## src/rtl/pipeline_hazard_ctrl.sv

```systemverilog
// Stall/flush sequencer for the 5-stage core: resolves memory waits, EX redirects
// and load-use hazards, and keeps stall/flush counters plus a sticky memory-timeout flag.
module pipeline_hazard_ctrl #(
  parameter int TIMEOUT = 1024,
  parameter int CNT_W   = 32
) (
  input  logic             clk,
  input  logic             reset,
  input  logic [4:0]       id_rs1,
  input  logic [4:0]       id_rs2,
  input  logic             id_use_rs1,
  input  logic             id_use_rs2,
  input  logic             ex_mem_read,
  input  logic [4:0]       ex_rd,
  input  logic             ex_redirect,
  input  logic             mem_req,
  input  logic             dmem_ready,
  output logic             pc_en,
  output logic             if_id_en,
  output logic             id_ex_en,
  output logic             ex_mem_en,
  output logic             mem_wb_en,
  output logic             if_id_flush,
  output logic             id_ex_flush,
  output logic             ex_mem_flush,
  output logic             mem_wb_flush,
  output logic             mem_timeout,
  output logic [CNT_W-1:0] stall_cnt,
  output logic [CNT_W-1:0] flush_cnt
);
  // state    | meaning
  // RUN      | no data-memory wait in progress
  // MEM_WAIT | MEM stage waiting on dmem_ready; wait_cnt counts waited cycles
  typedef enum logic {RUN, MEM_WAIT} state_t;

  localparam logic [15:0] TO = 16'(TIMEOUT);

  state_t      state, state_nxt;
  logic [15:0] wait_cnt, wait_nxt;
  logic        memwait, loaduse, redirect_take;

  assign memwait = mem_req & ~dmem_ready;
  assign loaduse = ex_mem_read & (ex_rd != 5'd0) &
                   ((id_use_rs1 & (id_rs1 == ex_rd)) | (id_use_rs2 & (id_rs2 == ex_rd)));
  assign redirect_take = ex_redirect & ~memwait;

  always_ff @(posedge clk or negedge reset) begin
    if (!reset) begin
      state       <= RUN;
      wait_cnt    <= 16'd0;
      mem_timeout <= 1'b0;
      stall_cnt   <= '0;
      flush_cnt   <= '0;
    end else begin
      state    <= state_nxt;
      wait_cnt <= wait_nxt;
      // flag rises on the same edge the wait count reaches TIMEOUT
      if (wait_nxt == TO) mem_timeout <= 1'b1;
      if (!pc_en) stall_cnt <= stall_cnt + 1'b1;
      if (redirect_take) flush_cnt <= flush_cnt + 1'b1;
    end
  end

  always_comb begin
    state_nxt = state;
    wait_nxt  = wait_cnt;
    case (state)
      RUN: begin
        if (memwait) begin
          state_nxt = MEM_WAIT;
          wait_nxt  = 16'd1;
        end
      end
      MEM_WAIT: begin
        if (memwait) begin
          if (wait_cnt < TO) wait_nxt = wait_cnt + 16'd1;
        end else begin
          state_nxt = RUN;
          wait_nxt  = 16'd0;
        end
      end
      default: begin
        state_nxt = RUN;
        wait_nxt  = 16'd0;
      end
    endcase
  end

  always_comb begin
    pc_en        = 1'b1;
    if_id_en     = 1'b1;
    id_ex_en     = 1'b1;
    ex_mem_en    = 1'b1;
    mem_wb_en    = 1'b1;
    if_id_flush  = 1'b0;
    id_ex_flush  = 1'b0;
    ex_mem_flush = 1'b0;
    mem_wb_flush = 1'b0;
    if (!reset) begin
      pc_en        = 1'b0;
      if_id_en     = 1'b0;
      id_ex_en     = 1'b0;
      ex_mem_en    = 1'b0;
      mem_wb_en    = 1'b0;
      if_id_flush  = 1'b1;
      id_ex_flush  = 1'b1;
      ex_mem_flush = 1'b1;
      mem_wb_flush = 1'b1;
    end else if (memwait) begin
      // hold PC..EX/MEM, push a bubble into WB; a pending redirect re-presents later
      pc_en        = 1'b0;
      if_id_en     = 1'b0;
      id_ex_en     = 1'b0;
      ex_mem_en    = 1'b0;
      mem_wb_flush = 1'b1;
    end else if (ex_redirect) begin
      if_id_flush = 1'b1;
      id_ex_flush = 1'b1;
    end else if (loaduse) begin
      pc_en       = 1'b0;
      if_id_en    = 1'b0;
      id_ex_flush = 1'b1;
    end
  end
endmodule

```

## config.mk

```make
export PLATFORM = sky130hd
export DESIGN_NAME = pipeline_hazard_ctrl
export DESIGN_NICKNAME = d
export VERILOG_FILES = /design/src/rtl/pipeline_hazard_ctrl.sv
export SDC_FILE = /design/constraint.sdc
export NUM_CORES = 1
export LEC_CHECK = 0
export CORE_UTILIZATION = 56
export CTS_BUF_LIST = sky130_fd_sc_hd__clkbuf_4
export CTS_CLUSTER_DIAMETER = 120
export CTS_CLUSTER_SIZE = 16
export DETAILED_ROUTE_END_ITERATION = 12
export PLACE_DENSITY = 0.88
export SLEW_MARGIN = 20
export SYNTH_ARGS = -nofsm -noshare
export SYNTH_HDL_FRONTEND = slang
export SYNTH_SLANG_ARGS = --single-unit
```

## constraint.sdc

```tcl
create_clock -name clk -period 7.2 [get_ports clk]
set_input_delay 2.16 -clock clk [delete_from_list [all_inputs] [get_ports clk]]
set_output_delay 2.16 -clock clk [all_outputs]
set_load 0.1 [all_outputs]
```

==> run_results.csv <==
group,metric,value,unit
drt,drc,0,
die,die_x,88.6,um
placement,io_buffers,96,
layout,final_common_cell,"clkdlybuf4s50_1",
critical_path,reg2reg_from,"wait_cnt[0]",
pwr,p_per_area,301,mW/mm^2
placement,gp_congestion,0.855,
timing,whs,497,ps
layout,num-nets-final,524,
run,drv_cap,0,
critical_path,crit_start,"ex_rd[1]",
critical_path,required,5040,ps
layout,antenna_cells,0,
pwr,p_leak,2.25,nW
clock_tree,htreeDepth,3,
pwr,ir_drop,0.519,mV
clock_tree,cts_buffer_depth,2,
critical_path,worstPathArrival,4130,ps
die,die-area,0.00786,sq mm
run_status,status,"finished clean",
yosys,yosysSeqAreaShare,48.8,%
layout,layout_common_cells,"clkdlybuf4s50_1 (87), dfrtp_1 (82), xnor2_1 (40)",
drt,vias,3404,
global_routing,grt_util_all_layers,25.7,%
drt,wirelength,9.55,mm
hold_path,hold_start,"stall_cnt[22]",
die,core_area,0.00725,sq mm
yosys,synthCells,403,
global_routing,grt_pass1_vias,3275,
yosys,synth.top_cell.area_share,48.8,%
clock_tree,cts_post_setup_buffers_inserted,0,
layout,regArea,0.00205,sq mm
layout,multi_input_area,0.00203,sq mm
die,io_pins,97,
clock_tree,cts_tree,"done",
yosys,syn-cell-area,0.00420,sq mm
global_routing,grt_max_degree,53,
timing,fmax,0.159,GHz
timing,slew_headroom,31.0,%
timing,grt_setup_unrepaired,"no",
yosys,yosysTopAreaCell,"dfrtp_1",
placement,post-dp-hpwl,7.06,mm
clock_tree,cts-root-buf,"clkbuf_4",
yosys,async_flop_share,100,%
yosys,ys.flop_type,"dfrtp_1",
clock_tree,clock-sinks,82,
drt,wl_per_cell,15.9,um
layout,fin_area,0.00534,sq mm
timing,finalMaxSlewViolations,0,
global_routing,gr-total-overflow,0,
global_routing,antenna_found_initial,0,
layout,drive_gt1_share,8.15,%
drt,first_iter_violations,128,
drt,via_per_inst,5.65,
critical_path,critPathKind,"in -> out",
die,row_count,31,
yosys,synth.distinct_cells,60,
hold_path,hp-class,"reg -> reg",
die,start_util,57.9,%
placement,postPlaceCellArea,0.00522,sq mm
clock_tree,post_cts_resized,0,
pwr,power,1.60,mW
critical_path,crit_path_end_kind,"output port",
layout,syn2layout_area_growth,27.0,%
clock_tree,cts_hold_buf,0,
die,dieHeight,88.6,um
timing,fin_setup_tns,0,ps
timing,worstMarginPinSlew,1030,ps
timing,fin_skew,18.1,ps
timing,hold_viol_final,0,
layout,fillCellCount,505,
critical_path,start_kind,"input port",
timing,fin_crit_sh,87.3,%
clock_tree,path_clk_slew,130,ps
yosys,syn_area_per_cell,10.4,sq um
timing,setup_viol,0,
clock_tree,clk-insertion-delay-late,420,ps
yosys,ys_warn_count,0,
yosys,ys_ff_latch,82,
placement,dpl_worst_slack,923,ps
critical_path,worstPathMaxFanout,3,
yosys,syn_nets,429,
timing,post-route-min-period,6290,ps
timing,fin_ws,913,ps
drt,drt_pass1_iterations,5,
yosys,synth.area.top_cells,"dfrtp_1 (49%), xnor2_1 (8.3%), xor2_1 (7.5%)",
global_routing,grt_pass1_wl,15.4,mm
clock_tree,cts_inserted_buffers,9,
yosys,synth-edff-count,0,
drt,detail-route-antenna-nets,0,
## critical path, stage by stage
cell and delay (ps):
clkdlybuf4s50_1 480, or4_1 540, o21ai_1 240, nor2_1 100, a21oi_2 370, buf_12 230
## synth_stat cells, drive strengths merged, types with 10 or more instances
library cell / n
nor2: 24
dfrtp: 82
nor3: 18
nand4: 21
nor4: 10
xor2: 36
xnor2: 40
nand3: 32
and2: 10
nand2: 39
## cell families after synthesis
kind of cell	after synthesis	synth area share [%]
compound gates	27	4.50
xor+xnor	76	15.8
fa+ha+maj	3	0.893
buf+inv	23	2.83
flops	82	48.8
mux	3	0.774
simple gates	189	26.3
## final cells by class
class                           instances  area share [%]
Tap cell                               99            2.32
Timing Repair Buffer                   98            18.3
Inverter                                9           0.633
Multi-Input combinational cell        298            38.1
Clock inverter                          6           0.774
Clock buffer                           10            1.41
Sequential cell                        82            38.5
## report_power, final
| group | switching [mW] | total [mW] | internal, mW | leakage [nW] |
|---|---|---|---|---|
| registers | 0.0855 | 0.606 | 0.520 | 1.05 |
| logic | 0.582 | 0.763 | 0.181 | 1.14 |
| clock network | 0.160 | 0.235 | 0.0751 | 0.0621 |
## path summary, 6_finish.rpt
kind / end / depth (start not counted) / slack, ps
min reg2reg: stall_cnt[22] / 1 / 500
max reg2reg: mem_timeout / 7 / 4920
min: stall_cnt[22] / 1 / 500
min in group asynchronous: flush_cnt[21] / 1 / 1660
max: if_id_en / 6 / 910
max in group asynchronous: wait_cnt[7] / 2 / 4550
## sequential cells by signal (all words and copies together), names as in the netlist
signal,count
flush_cnt,32
mem_timeout,1
stall_cnt,32
state,1
wait_cnt,16
## metal layers
| layer | global-route usage, % | share of wire, % | vias up |
|---|---|---|---|
| li1 | - | - | 1617 |
| met1 | 34.1 | 43 | 1637 |
| met2 | 42.2 | 49 | 127 |
| met3 | 4.10 | 5.7 | 23 |
| met4 | 10.6 | 2.3 | 0 |
| met5 | 0 | 0 | - |
## stage by stage
| stage | util, % | std cells |
|---|---|---|
| after CTS | 73.6 | 602 |
| final | 73.6 | 602 |
| after floorplan | - | 403 |
| after detailed placement | 72.0 | 586 |
| after global routing | 73.6 | 602 |
| after global placement | 72.0 | 586 |
Note: power is estimated with default switching activity, not from simulation.
